--- src/rtl/and_stim_check.sv ---
// Self-checking stimulus source and response checker for a registered 8-bit AND gate.
// Two Galois LFSRs drive operand pairs; the gate output is checked two edges after each issue.
module and_stim_check #(
   parameter int               WIDTH       = 8,
   parameter int               NUM_VECTORS = 16,
   parameter logic [WIDTH-1:0] SEED_A      = WIDTH'(29),
   parameter logic [WIDTH-1:0] SEED_B      = WIDTH'(95),
   parameter logic [WIDTH-1:0] TAPS        = WIDTH'(8'hB8)
) (
   input  logic             clk,
   input  logic             rst,
   input  logic             start,
   output logic [WIDTH-1:0] a_out,
   output logic [WIDTH-1:0] b_out,
   input  logic [WIDTH-1:0] dut_out,
   output logic             busy,
   output logic             done,
   output logic             pass,
   output logic [15:0]      err_count,
   output logic [15:0]      first_err_idx,
   output logic [WIDTH-1:0] first_err_exp,
   output logic [WIDTH-1:0] first_err_got
);

   typedef enum logic [1:0] {IDLE, RUN, DRAIN, DONE} state_t;

   localparam logic [15:0] LAST_IDX = 16'(NUM_VECTORS - 1);

   state_t           state_q, state_d;
   logic [WIDTH-1:0] lfsr_a, lfsr_b;
   logic [WIDTH-1:0] a_nxt, b_nxt;
   logic [15:0]      cnt_q;
   logic [WIDTH-1:0] exp1, exp2;
   logic             v1, v2;
   logic [15:0]      idx1, idx2;
   logic             load, issue, finish;
   logic             mismatch;
   logic [15:0]      err_next;

   function automatic logic [WIDTH-1:0] lfsr_step(input logic [WIDTH-1:0] x);
      return x[0] ? ((x >> 1) ^ TAPS) : (x >> 1);
   endfunction

   assign a_nxt = lfsr_step(lfsr_a);
   assign b_nxt = lfsr_step(lfsr_b);

   // X/Z on the gate output must count as a mismatch, hence the case inequality.
   assign mismatch = v2 && (dut_out !== exp2);
   assign err_next = (mismatch && err_count != 16'hFFFF) ? err_count + 16'd1 : err_count;

   // NOTE: every combinational output gets a default first so no path infers a latch.
   always_comb begin
      state_d = state_q;
      load    = 1'b0;
      issue   = 1'b0;
      finish  = 1'b0;
      case (state_q)
         IDLE, DONE: begin
            if (start) begin
               state_d = RUN;
               load    = 1'b1;
            end
         end
         RUN: begin
            if (cnt_q == LAST_IDX) state_d = DRAIN;
            else                   issue   = 1'b1;
         end
         DRAIN: begin
            state_d = DONE;
            finish  = 1'b1;
         end
         default: state_d = IDLE;
      endcase
   end

   // NOTE: all state here uses non-blocking assignments so every register sees pre-edge values.
   always_ff @(posedge clk) begin
      if (rst) begin
         state_q       <= IDLE;
         lfsr_a        <= SEED_A;
         lfsr_b        <= SEED_B;
         a_out         <= '0;
         b_out         <= '0;
         cnt_q         <= '0;
         exp1          <= '0;
         exp2          <= '0;
         v1            <= 1'b0;
         v2            <= 1'b0;
         idx1          <= '0;
         idx2          <= '0;
         err_count     <= '0;
         first_err_idx <= '0;
         first_err_exp <= '0;
         first_err_got <= '0;
         pass          <= 1'b0;
      end else begin
         state_q <= state_d;
         exp2    <= exp1;
         v2      <= v1;
         idx2    <= idx1;

         if (load) begin
            lfsr_a <= SEED_A;
            lfsr_b <= SEED_B;
            a_out  <= SEED_A;
            b_out  <= SEED_B;
            cnt_q  <= '0;
            exp1   <= SEED_A & SEED_B;
            v1     <= 1'b1;
            idx1   <= '0;
         end else if (issue) begin
            lfsr_a <= a_nxt;
            lfsr_b <= b_nxt;
            a_out  <= a_nxt;
            b_out  <= b_nxt;
            cnt_q  <= cnt_q + 16'd1;
            exp1   <= a_nxt & b_nxt;
            v1     <= 1'b1;
            idx1   <= cnt_q + 16'd1;
         end else begin
            v1 <= 1'b0;
         end

         if (load) begin
            err_count     <= '0;
            first_err_idx <= '0;
            first_err_exp <= '0;
            first_err_got <= '0;
            pass          <= 1'b0;
         end else begin
            err_count <= err_next;
            if (mismatch && err_count == 16'd0) begin
               first_err_idx <= idx2;
               first_err_exp <= exp2;
               first_err_got <= dut_out;
            end
            if (finish) pass <= (err_next == 16'd0);
         end
      end
   end

   assign busy = (state_q == RUN) || (state_q == DRAIN);
   assign done = (state_q == DONE);

endmodule

--- config.mk ---
export PLATFORM = sky130hd
export DESIGN_NAME = and_stim_check
export DESIGN_NICKNAME = d
export VERILOG_FILES = /design/src/rtl/and_stim_check.sv
export SDC_FILE = /design/constraint.sdc
export NUM_CORES = 1
export LEC_CHECK = 0
export CAP_MARGIN = 15
export CELL_PAD_IN_SITES_DETAIL_PLACEMENT = 0
export CELL_PAD_IN_SITES_GLOBAL_PLACEMENT = 1
export CORE_MARGIN = 3
export CORE_UTILIZATION = 37
export DETAILED_ROUTE_END_ITERATION = 8
export GPL_TIMING_DRIVEN = 0
export PLACE_DENSITY_LB_ADDON = 0.1
export REMOVE_ABC_BUFFERS = 1
export SYNTH_ARGS = -nofsm -noshare
export SYNTH_HDL_FRONTEND = slang
export SYNTH_SLANG_ARGS = --single-unit
--- constraint.sdc ---
create_clock -name clk -period 2.1 [get_ports clk]
set_input_delay 0.525 -clock clk [delete_from_list [all_inputs] [get_ports clk]]
set_output_delay 0.525 -clock clk [all_outputs]
set_load 0.1 [all_outputs]
==> results of run 1 <==
==> state kept, by name (all words and copies together) (netlist names) <==
register and count:
lfsr_a 4, first_err_got 8, v2 1, first_err_exp 8, state_q 2, pass 1, idx2 16, exp1 8
first_err_idx 16, exp2 8, err_count 16, b_out 8, a_out 8, v1 1, lfsr_b 6, idx1 16
==> final cells by class <==
| type | instances | share of cell area [%] |
|---|---|---|
| clock buffer | 21 | 6.735 |
| clock inverter | 11 | 2.031 |
| inverter | 5 | 0.2745 |
| multi-input combinational | 378 | 36.27 |
| sequential | 127 | 37.66 |
| tap | 176 | 3.221 |
| timing repair buffer | 86 | 13.80 |
==> power by group <==
group          internal (mW)  leakage [nW]  total (mW)  switching [mW]
combinational          0.742          1.17        2.69            1.95
sequential              2.69          1.04        2.90           0.208
clock                   1.92         0.293        2.94            1.02
total                   5.35          2.51        8.52            3.18
==> repair_timing <==
action / CTS / global route
setup buffers: 6 / 1
gates resized for setup: 246 / 17
setup endpoints to repair: 161 / 20
gates cloned: 1 / 1
pin swaps: 11 / 7
==> Yosys cell counts (all sizes together) <==
cell type / count / area, um2
or3: 1 / 6.260
or2: 2 / 12.51
buf: 15 / 87.58
nor4b: 1 / 8.760
nor2b: 26 / 162.7
a21oi: 21 / 105.1
nor4: 6 / 37.54
a22oi: 2 / 15.01
or4: 1 / 7.510
and4: 3 / 28.78
nand2: 64 / 240.2
and3: 10 / 63.81
xor2: 23 / 201.4
a31oi: 8 / 50.05
a211oi: 3 / 27.52
nand4: 13 / 96.34
nor3b: 1 / 12.51
nand3b: 1 / 7.510
nand2b: 2 / 12.51
nand3: 18 / 90.09
nor3: 6 / 30.03
ha: 7 / 87.58
mux2i: 35 / 350.3
a211o: 1 / 8.760
o21ai: 17 / 100.1
xnor2: 27 / 236.5
clkbuf: 25 / 95.09
o32a: 1 / 10.01
and2: 2 / 12.51
nor2: 72 / 294.0
dfxtp: 127 / 2542
mux2: 1 / 11.26
inv: 5 / 18.77
a311oi: 1 / 15.01
==> worst min path at each step <==
| stage | start | endpoint | slack, ns | depth (start not counted) |
|---|---|---|---|---|
| 4_1_cts | v1 | v2 | 0.44 | 1 |
| 3_3_place_gp | v1 | v2 | 0.43 | 1 |
| 6_report | v1 | v2 | 0.44 | 1 |
| 2_1_floorplan | v1 | v2 | 0.41 | 1 |
| 5_1_grt | exp1[7] | exp2[7] | 0.46 | 1 |
| 3_5_place_dp | v1 | v2 | 0.43 | 1 |
==> kinds of logic (layout without fill, tap and decap cells) <==
logic type      Yosys count  after routing  share of synthesized area (%)
simple gates            229            231                          22.09
flops                   127            127                          49.99
fa+ha+maj                 7              7                          1.722
xor+xnor                 50             50                          8.610
compound gates           54             54                          6.519
buf+inv                  45            123                          3.961
mux                      36             36                          7.110
==> placed cells by master (no fill, tap or decap), types with 2 or more instances in the layout <==
master,Yosys,layout
a21oi_1,21,20
clkdlybuf4s15_2,0,63
xnor2_1,27,25
clkbuf_1,24,2
clkbuf_8,0,2
a211oi_1,2,2
nor2b_1,26,26
nor4_1,6,6
inv_1,5,4
xnor2_2,0,2
dfxtp_1,127,111
nor3_1,6,5
buf_2,7,3
and3_4,0,2
nand2b_4,0,2
or2_2,2,2
dlygate4sd2_1,0,7
and3_1,9,8
dfxtp_4,0,5
clkinvlp_4,0,2
buf_12,0,2
dfxtp_2,0,11
a31oi_1,8,8
bufinv_16,0,3
nand4_1,12,12
xor2_1,23,23
nand2_1,64,62
clkinv_2,0,5
nor2_4,1,2
o21ai_0,15,15
and4_1,2,2
nand3_1,18,18
ha_1,7,5
buf_4,6,6
clkbuf_16,0,17
mux2i_1,35,35
nor2_1,70,69
==> metal layers <==
metal / share of wire (%) / vias to the layer above / routed length, um / GRT usage, %
met5: 0 / - / 0 / 0
met2: 47 / 76 / 5460 / 25.38
met3: 4.2 / 14 / 491 / 4.620
met1: 47 / 1829 / 5467 / 21.05
met4: 1.7 / 0 / 197 / 7.059
li1: - / 1967 / - / -
==> key figures, run 1 <==
Clock network
  – Max clock buf depth: 2
  – CTS tree: yes
  – CTS root buffer: clkbuf_16
  – CTS Buf Count: 17
  – Later-pin clock latency in the skew report: 0.41 ns
  – Worst-path clk slew: 0.05 ns
  – Htree depth: 4
  – Post-CTS Hold Fix Bufs: 0
  – Clock sink total: 127

Layout
  – Reg area: 0.002575 mm2
  – Layout net count: 633
  – Layout filler cell count: 1301
  – Diodes inserted: 0
  – Utilization after layout: 51.22%
  – Area of the multi-input gates: 0.002480 mm2
  – Area Growth Syn to Fin: 34.42%
  – Proportion of layout cells with a drive suffix above 1: 24.20%
  – Non-Filler Instances: 804
  – Final instance area: 0.006837 mm2

Placement
  – Pre-CTS setup slack: -0.8946 ns
  – Routability Congestion: 0.7632
  – IO buf count: 77
  – Placed cells: 763
  – Detail Placement HPWL: 7307 um
  – Post-Place Cell Area: 0.005952 mm2

Setup path
  – Crit-path cells: dlygate4sd2_1, xnor2_2, nand4_1, o21ai_4, nor2_4, or4_4, a211oi_2, nand4_1, o21ai_2
  – Worst setup SP type: input pin
  – R2r endpoint: pass
  – WP data required: 2.44 ns
  – Crit-path max FO: 5
  – Worst Setup Path Type: in -> reg
  – Crit path to: pass
  – R2R depth: 7
  – Worst Path Buf+Inv: 1
  – R2r setup slk: 0.02 ns
  – Critical Path Most Common Cell: nand4_1
  – Top cell family by delay on the critical path: simple AND/OR/NAND/NOR gates
  – Largest stage delay on the critical path: 0.42 ns
  – Crit path depth: 9
  – Critical path startpoint: dut_out[4]
  – WP data arrival: 2.44 ns
  – CP max-delay cell: or4_4
  – Reg-to-reg critical path startpoint: err_count[14]
  – Setup crit end kind: register

GRT
  – Tot GR Track Use: 16.27%
  – Gr ovfl total: 0
  – Vias in the first global route: 3867
  – First-pass GRT wire length: 19190 um
  – Initial antenna violation count: 0
  – Pin count of the biggest net entering global routing: 46

Yosys
  – Syn Std Cell Area: 0.005086 mm2
  – Syn Area/Cell: 9.281 um2
  – Distinct cells, synth: 45
  – Mapped Cells: 548
  – Post-synthesis sequential area ratio: 49.99%
  – Synth warn: 0
  – #FFs+latches synth: 127

Routing
  – Via count: 3886
  – Wire per inst: 14.45 um
  – Routed Antenna Nets: 0
  – Vias/cell: 4.833
  – 1st-iter DRT viols: 183
  – DRT Pass-1 Iters: 4
  – Drt total wl: 11620 um
  – DRC violations left: 0

Timing
  – Fin Setup TNS: 0 ns
  – Period utilisation layout: 99.92%
  – Final hold vios: 0
  – Worst slew margin: 40.88%
  – Tmin final: 2.098 ns
  – Max Slew Vio Count: 0
  – Achievable Freq: 476.6 MHz
  – Unrepaired setup endpoints after global routing: yes
  – Final setup margin: 0.001622 ns
  – Setup Skew: 0.006662 ns
  – Endpoints failing setup: 0
  – Worst Tran Pin Value: 0.8868 ns
  – Worst Hold Margin: 0.4368 ns

Floorplanning
  – Initial core utilization: 38.10%
  – Die area: 0.01519 mm2
  – Placeable Area: 0.01335 mm2
  – Io pins: 78
  – Vert. Die Dim: 123.2 um
  – Die width: 123.2 um
  – FP Rows: 42

Status
  – Status: finished, final reports clean

Hold path
  – Hold Path Class: reg -> reg

Pwr
  – Pwr Density: 1247 mW/mm2
  – Leak Pwr: 2.506 nW
  – Peak VDD IR: 0.0009198 V
  – Total power: 8.524 mW

Run
  – Max cap viols: 0
No activity file was read; power rests on OpenSTA's default activity.
==> run 2: changes to the inputs <==
--- a/config.mk
+++ b/config.mk
@@ -5,7 +5,6 @@
 export SDC_FILE = /design/constraint.sdc
 export NUM_CORES = 1
 export LEC_CHECK = 0
-export CAP_MARGIN = 15
 export CELL_PAD_IN_SITES_DETAIL_PLACEMENT = 0
 export CELL_PAD_IN_SITES_GLOBAL_PLACEMENT = 1
 export CORE_MARGIN = 3
==> run 2 against run 1 <==
Compared with the run above:
- die area did not move
- worst hold slack got worse by 0.0012 ns
- largest power group is now sequential cells
- maximum frequency about the same
- largest cell class unchanged
- clock power down 3%
- utilization shrank 0.52 points
- sequential share of layout area increased by 0.46 points
==> key figures, run 2 (synthesis gave the netlist of run 1 again) <==
Routing
  – Vias/cell: 4.818 (-0.32%)
  – DRT Pass-1 Iters: 4 (unchanged)
  – Drt total wl: 11500 um (-1.0%)
  – Routed Antenna Nets: 0 (unchanged)
  – DRC violations left: 0 (unchanged)
  – Via count: 3859 (-0.69%)
  – 1st-iter DRT viols: 233 (+27%)
  – Wire per inst: 14.35 um (-0.67%)

Clock network
  – CTS tree: yes
  – Post-CTS Hold Fix Bufs: 0 (unchanged)
  – Clock sink total: 127 (unchanged)
  – Later-pin clock latency in the skew report: 0.41 ns (about the same)
  – Max clock buf depth: 2 (unchanged)
  – CTS Buf Count: 17 (unchanged)
  – Htree depth: 4 (unchanged)
  – CTS root buffer: clkbuf_16
  – Worst-path clk slew: 0.06 ns (about the same)

Setup path
  – R2r setup slk: 0.003 ns (-0.02 ns)
  – Largest stage delay on the critical path: 0.41 ns (about the same)
  – Top cell family by delay on the critical path: simple AND/OR/NAND/NOR gates
  – CP max-delay cell: or4_1
  – Crit-path max FO: 6 (+1)
  – Worst Path Buf+Inv: 0 (-1)
  – WP data arrival: 2.44 ns (about the same)
  – Worst Setup Path Type: reg -> reg
  – Worst setup SP type: register
  – WP data required: 2.44 ns (about the same)
  – Crit-path cells: and4_4, nand4_4, nor2_8, nor2_4, or4_1, a211oi_2, nand4_1, o21ai_2
  – Setup crit end kind: register

Floorplanning
  – Initial core utilization: 38.10% (unchanged)
  – FP Rows: 42 (unchanged)
  – Die area: 0.01519 mm2 (unchanged)
  – Die width: 123.2 um (unchanged)
  – Io pins: 78 (unchanged)
  – Placeable Area: 0.01335 mm2 (unchanged)
  – Vert. Die Dim: 123.2 um (unchanged)

Layout
  – Area Growth Syn to Fin: 33.06%
  – Commonest non-fill, non-tap cell in the layout: dfxtp_1
  – Diodes inserted: 0 (unchanged)
  – Layout net count: 630 (-0.47%)
  – Most frequent cells in the layout: dfxtp_1, nor2_1, clkdlybuf4s15_2, nand2_1, mux2i_1
  – Layout filler cell count: 1296 (-0.38%)
  – Proportion of layout cells with a drive suffix above 1: 24.16% (-0.044 points)
  – Utilization after layout: 50.70% (-0.52 points)

Timing
  – Endpoints failing setup: 0 (unchanged)
  – Achievable Freq: 476.8 MHz (about the same)
  – Setup Skew: 0.01203 ns (+0.005372 ns)
  – Final hold vios: 0 (unchanged)
  – Worst slew margin: 41.92% (+1.0 points)
  – Max Slew Vio Count: 0 (unchanged)
  – Unrepaired setup endpoints after global routing: yes
  – Worst Tran Pin Value: 0.8713 ns (-0.01559 ns)
  – Period utilisation layout: 99.86% (about the same)
  – Tmin final: 2.097 ns (-0.001260 ns)
  – Fin Setup TNS: 0 ns (unchanged)

Run
  – Max cap viols: 0 (unchanged)

Pwr
  – Leak Pwr: 2.482 nW (-0.98%)
  – Peak VDD IR: 0.0009790 V (+6.4%)
  – Pwr Density: 1240 mW/mm2 (-0.51%)

GRT
  – First-pass GRT wire length: 18930 um (-1.4%)
  – Tot GR Track Use: 16.21% (-0.059 points)
  – Initial antenna violation count: 0 (unchanged)
  – Gr ovfl total: 0 (unchanged)
  – Vias in the first global route: 3763 (-2.7%)
  – Pin count of the biggest net entering global routing: 46 (unchanged)

Placement
  – Routability Congestion: 0.7632 (unchanged)
  – Detail Placement HPWL: 7198 um (-1.5%)
  – IO buf count: 77 (unchanged)

Hold path
  – Hold Path Class: reg -> reg

Status
  – Status: finished, final reports clean
## run 2: changes by cell type in the layout (fill, tap and decap cells not counted), sizes merged
| cell | before | now |
|---|---|---|
| clkdlybuf4s18 | 1 | 0 |
| buf | 13 | 10 |
| bufinv | 3 | 2 |
| dlygate4sd2 | 7 | 8 |
| clkinv | 6 | 7 |
## run 2: worst paths after layout
path | from | endpoint | depth (start not counted)
max | err_count[5] | pass | 8
max reg2reg | err_count[5] | pass | 8
min | v1 | v2 | 1
min reg2reg | v1 | v2 | 1
## run 2: report_power, final
| group | internal [mW] | switching (mW) | total (mW) |
|---|---|---|---|
| Sequential | 2.69 | 0.211 | 2.90 |
| Combinational | 0.710 | 1.93 | 2.64 |
| Clock | 1.83 | 1.03 | 2.86 |
| Total | 5.22 | 3.17 | 8.40 |
## run 2: per-layer routing
layer  share of wire, %  routed length, um  track usage (%)  up-vias
met3                4.0                457            4.392       15
met2                 46               5272            25.11       65
met4                1.8                207            7.474        0
li1                   -                  -                -     1965
met5                  0                  0                0        -
met1                 48               5558            21.07     1814
## run 2: area by class of cell
cell class	instances	area, um2	area share (%)
multi-input cells	378	2459	36.33
clock buffers	21	470.5	6.951
well taps	176	220.2	3.254
inverters	5	18.77	0.2773
clock inverters	11	113.9	1.682
flip-flops and latches	127	2580	38.12
repair buffers	83	905.9	13.39
## run 2: repair_timing
action | 4_1_cts | 5_1_grt
gates cloned | 1 | 1
gates resized for setup | 248 | 14
pin swaps | 11 | 8
buffers inserted | 5 | 0
setup endpoints to repair | 168 | 8
## run 2: per-stage QoR
stage	area (um2)	hold slack (ns)	worst slack [ns]	total power [mW]	instances
finish	6768	0.4356	0.002882	8.395	801
global route	6768	0.4653	-0.09710	8.822	801
CTS	6714	0.4391	-0.05477	8.419	800
detailed placement	5924	0.4254	-0.9034	5.475	762
global placement	5894	0.4254	-2.840	5.453	761
floorplan	4903	0.4138	-1.760	4.826	508
==> edit 1: new RTL, config.mk and constraints of run 2 <==
Make the reset (`rst`) asynchronous in one clocked block.
--- a/src/rtl/and_stim_check.sv
+++ b/src/rtl/and_stim_check.sv
@@ -74,7 +74,7 @@
    end
 
    // NOTE: all state here uses non-blocking assignments so every register sees pre-edge values.
-   always_ff @(posedge clk) begin
+   always_ff @(posedge clk or posedge rst) begin
       if (rst) begin
          state_q       <= IDLE;
          lfsr_a        <= SEED_A;
Function: differs if rst is asserted again (counterexample within 4 cycles, from zero or initial values and one cycle with rst high); with rst held inactive, the same outputs for 10 cycles.
==> edit 1 against run 2 <==
Hold slack got worse by 0.077 ns; highest routed layer unchanged; synthesized area rose by 9.5%; die area rose by 9.0%; maximum frequency fell by 8.5%; sequential cell count did not move; wire length rose by 21%; the flow now finishes with violations (setup timing); cell area rose by 17%; count of clock-buffer cells in the layout did not move; setup slack got worse by 0.20 ns; largest cell class unchanged; critical endpoint is now pass$_DFFE_PP0P_.
Power is not compared: it rests on default switching activity, and its combinational part moved more than twofold at a synthesized area within 25%.
==> edit 1: results (changes against run 2) <==
Gate Count Post-Synth=527 (-3.8%); final setup TNS=-0.2148 ns (-0.2148 ns); grt met3 use=5.645% (+1.3 points); met1 track demand over resource=22.91% (+1.8 points); ANT cells=0 (unchanged); post-synthesis compound-gate area fraction=4.403% (-2.1 points); share of the synthesized netlist area taken by xor and xnor gates=7.704% (-0.91 points); setup slack of the critical path after layout=-0.1931 ns (-0.1960 ns); first-pass GRT wire length=21940 microns (+16%); mean routed wirelength per cell=16.38 microns (+14%); combined global-route utilization of all metal layers=16.84% (+0.63 points); largest net degree at the start of global routing=80 (+74%); switching share of total power=45.98%; worst voltage drop across the vdd grid=965.2 uV; result of the run=finished with violations; violated checks=setup timing; worst slack at placement=-1.114 ns (-0.2103 ns); fraction of layout instances using a drive strength above 1=35.05% (+11 points); headroom to the max-slew limit=40.11% (-1.8 points); worst hold start=v1$_DFF_PP0_; met2 routed WL=6492 microns (+23%); net total in the final layout=667 (+5.9%); adder and majority gate portion of the synthesized area=1.572% (-0.15 points); Iter 0 DRT Violations=255 (+9.4%); Worst Skew=0.009316 ns (-0.002718 ns); final-report setup violation count=3 (+3); GRT met2 Usage=25.61% (+0.50 points); Vias=4179 (+8.3%); total placed instance area=6513 sq um (+9.9%); post_cts resized=263 (+6.0%); timing startpoint of the critical path=err_count[0]$_DFF_PP0_; multiplexer share of the synthesized area=6.469% (-0.64 points); FFs w/ async S/R, synth=100.0% (+100 points); synth top area cells=dfrtp_1, mux2i_1, nor2_1, xnor2_1, dfstp_2; root buffer cell=clkbuf_16; routed wire length on met3=710 microns (+55%); total instance count after detailed placement=754 (-1.0%); number of antenna violations at the first check in global routing=0 (unchanged); top cell family by delay on the critical path=simple AND/OR/NAND/NOR gates; maximum net fanout on the critical path=4 (-2); worst-path cell with the longest stage delay=dfrtp_2; Fill cells=1313 (+1.3%); number of distinct library cells after synthesis=48 (+6.7%); post-layout instance count excluding filler cells=846 (+5.6%); detailed-route wire length on metal 1=6450 microns (+16%); storage element area=3209 sq um (+24%); gp weighted congestion=0.8416 (+10%); Arrival @ worst endpoint=2.60 ns (+0.16 ns); detailed placer's ending HPWL=7873 microns (+9.4%); buffers inserted by post-CTS timing repair=24 (+19); Commonest cells post-synth=dfrtp_1, nor2_1, nand2_1
-- edit 1: kinds of logic after synthesis --
| group | Yosys count |
|---|---|
| and+or+nand+nor | 225 |
| xor gates and xnor gates | 49 |
| DFF | 127 |
| muxes | 36 |
| AOI/OAI and AO/OA | 37 |
| adders and majority gates | 7 |
| buffers and inverters | 46 |
-- edit 1: worst paths after layout --
path	endpoint	slack, ns	depth (start not counted)
max reg2reg	pass$_DFFE_PP0P_	-0.19	9
max in group asynchronous	lfsr_b[4]$_DFFE_PP1P_	0.77	3
min reg2reg	v2$_DFF_PP0_	0.36	0
min in group asynchronous	first_err_idx[0]$_DFFE_PP0P_	0.55	2
min	v2$_DFF_PP0_	0.36	0
max	pass$_DFFE_PP0P_	-0.19	9
-- edit 1: final cells by class --
class / instances / area share, %
clock buffers: 21 / 5.800
multi-input cells: 355 / 31.10
clock inverters: 11 / 1.434
repair buffers: 140 / 17.90
inverters: 8 / 0.4413
flip-flops and latches: 127 / 40.43
well taps: 184 / 2.900
==> edit 2: new RTL, config.mk and constraints of run 2 <==
Without the edit above. Change the parameter `WIDTH` from 8 to 12.
--- a/src/rtl/and_stim_check.sv
+++ b/src/rtl/and_stim_check.sv
@@ -1,7 +1,7 @@
 // Self-checking stimulus source and response checker for a registered 8-bit AND gate.
 // Two Galois LFSRs drive operand pairs; the gate output is checked two edges after each issue.
 module and_stim_check #(
-   parameter int               WIDTH       = 8,
+   parameter int               WIDTH       = 12,
    parameter int               NUM_VECTORS = 16,
    parameter logic [WIDTH-1:0] SEED_A      = WIDTH'(29),
    parameter logic [WIDTH-1:0] SEED_B      = WIDTH'(95),
Ports: changed (5 resized); port bits go from 78 to 98. No check against the original RTL was run, so the function may have changed too.
==> edit 2 against run 2 <==
The flow now finishes with violations (setup timing); synthesized area rose by 7.7%; total power rose by 9.8%; cell area rose by 15%; maximum frequency fell by 1.5%; global-route usage rose by 1.4 points; sequential cell count rose by 4; wire length rose by 31%; synthesized cell count rose by 16%; setup slack got worse by 0.032 ns; critical path type unchanged; largest cell class is now multi-input combinational cells.
==> edit 2: results (changes against run 2) <==
final setup TNS=-0.08219 ns (-0.08219 ns); cell with the most instances after synthesis=nand2_1; number of CTS-inserted buffers=17 (unchanged); final-report setup violation count=6 (+6); timing startpoint of the critical path=idx1[10]$_SDFFE_PP0P_; combined global-route utilization of all metal layers=17.56% (+1.4 points); number of distinct library cells after synthesis=55 (+22%); grt met3 use=4.542% (+0.15 points); met2 routed WL=7147 microns (+36%); worst hold start=dut_out[6]; leakage power figure=2.801 nW (+13%); Worst Skew=0.008341 ns (-0.003692 ns); number of antenna violations at the first check in global routing=0 (unchanged); root buffer cell=clkbuf_16; number of I/O port buffers=85 (+10%); source-to-sink clock delay at the later pin of the worst-skew pair=0.41 ns (about the same); ANT cells=0 (unchanged); gp weighted congestion=0.8712 (+14%); hold endpoint=first_err_got[6]$_SDFFE_PP0P_; Arrival @ worst endpoint=2.46 ns (+0.02 ns); Hold Path Class=input port to flop; worst-path cell with the longest stage delay=or4_4; worst slack at placement=-1.478 ns (-0.5743 ns); result of the run=finished with violations; Iter 0 DRT Violations=228 (-2.1%); detailed-route wire length on metal 1=6979 microns (+26%); setup slack of the critical path after layout=-0.02919 ns (-0.03207 ns); Seq/Total Area, Yosys=47.85% (-2.1 points); endpoint of the worst setup timing path=a_out[0]$_SDFFE_PP0P_; routed wire length on met3=733 microns (+60%); startpoint of the worst register-to-register path=idx1[10]$_SDFFE_PP0P_; worst voltage drop across the vdd grid=957.4 uV (-2.2%); length in cells of the worst reg-to-reg path=7 (-1); mean routed wirelength per cell=16.21 microns (+13%); transition time at the pin with the least slew margin=0.9266 ns (+0.05532 ns); Yosys Warn Count=0 (unchanged); first-pass GRT wire length=22650 microns (+20%); synth top area cells=dfxtp_1, nand2_1, a21oi_1, xnor2_1, nor2_1; largest net degree at the start of global routing=46 (unchanged); total placed instance area=6336 sq um (+6.9%); GRT met2 Usage=28.21% (+3.1 points); Commonest cells post-synth=nand2_1, dfxtp_1, a21oi_1; Fill cells=1317 (+1.6%); clk slew on worst S/H paths=0.06 ns (about the same); top routing layer in use=met4; met1 track demand over resource=22.82% (+1.8 points); fraction of layout instances using a drive strength above 1=31.65% (+7.5 points); detailed placer's ending HPWL=8379 microns (+16%); Crit path largest cell delay=0.59 ns (+0.18 ns); flip-flop cell with the highest count after synthesis=dfxtp_1; net total in the final layout=764 (+21%); clk buf depth=2 (unchanged); number of global-route vias before repair=4317 (+15%); maximum net fanout on the critical path=8 (+2); count of cells along the worst hold path=3 (+2); violated checks=setup timing; via count normalized by instance count=5.058 (+5.0%)
==> edit 2: what timing repair did <==
action,in CTS,in global routing
hold buffers,0,0
resized for setup,296,60
pin swaps,25,36
endpoints found under the setup margin,176,74
buffers inserted,14,18
hold endpoints to repair,0,0
cloned,3,6
==> edit 2: stage by stage <==
step / power, W / hold WS (ns) / utilization [%] / std cells
final: 0.009216 / 0.3808 / 54.63 / 932
after global routing: 0.009624 / 0.3838 / 54.63 / 932
after CTS: 0.008906 / 0.4398 / 51.74 / 908
after detailed placement: 0.005851 / 0.4300 / 44.61 / 862
after global placement: 0.005744 / 0.4280 / 44.08 / 858
after floorplan: 0.005063 / 0.4138 / - / 593
==> edit 2: power breakdown <==
part,switching (W),internal (W),total (W),leakage [nW]
combinational,0.00235,0.00109,0.00344,1.45
clock,0.00101,0.00176,0.00277,0.275
sequential,0.000238,0.00277,0.00301,1.08
==> edit 2: logic make-up (layout without fill, tap and decap cells) <==
| group | after synthesis | count (layout) | share of synthesized area [%] |
|---|---|---|---|
| compound gates | 100 | 103 | 11.03 |
| flops | 131 | 131 | 47.85 |
| fa+ha+maj | 7 | 7 | 1.598 |
| xor+xnor | 45 | 45 | 7.192 |
| simple gates | 283 | 286 | 24.41 |
| buf+inv | 66 | 163 | 6.827 |
| other cells | 1 | 12 | 0.06843 |
| mux | 5 | 5 | 1.027 |
==> edit 2: layout make-up <==
type,count,area share [%]
timing repair buffer,124,17.58
tap,180,2.902
sequential,131,34.46
clock inverter,4,0.6288
inverter,10,0.5482
clock buffer,25,6.514
multi-input combinational,458,37.38
==> edit 2: critical path: cells and delay by family (launching register included) <==
family                 cells  cell delay (ns)
AOI/OAI and AO/OA          2             0.59
and+or+nand+nor            2             0.64
buffers and inverters      3             0.48
DFF                        1             0.33
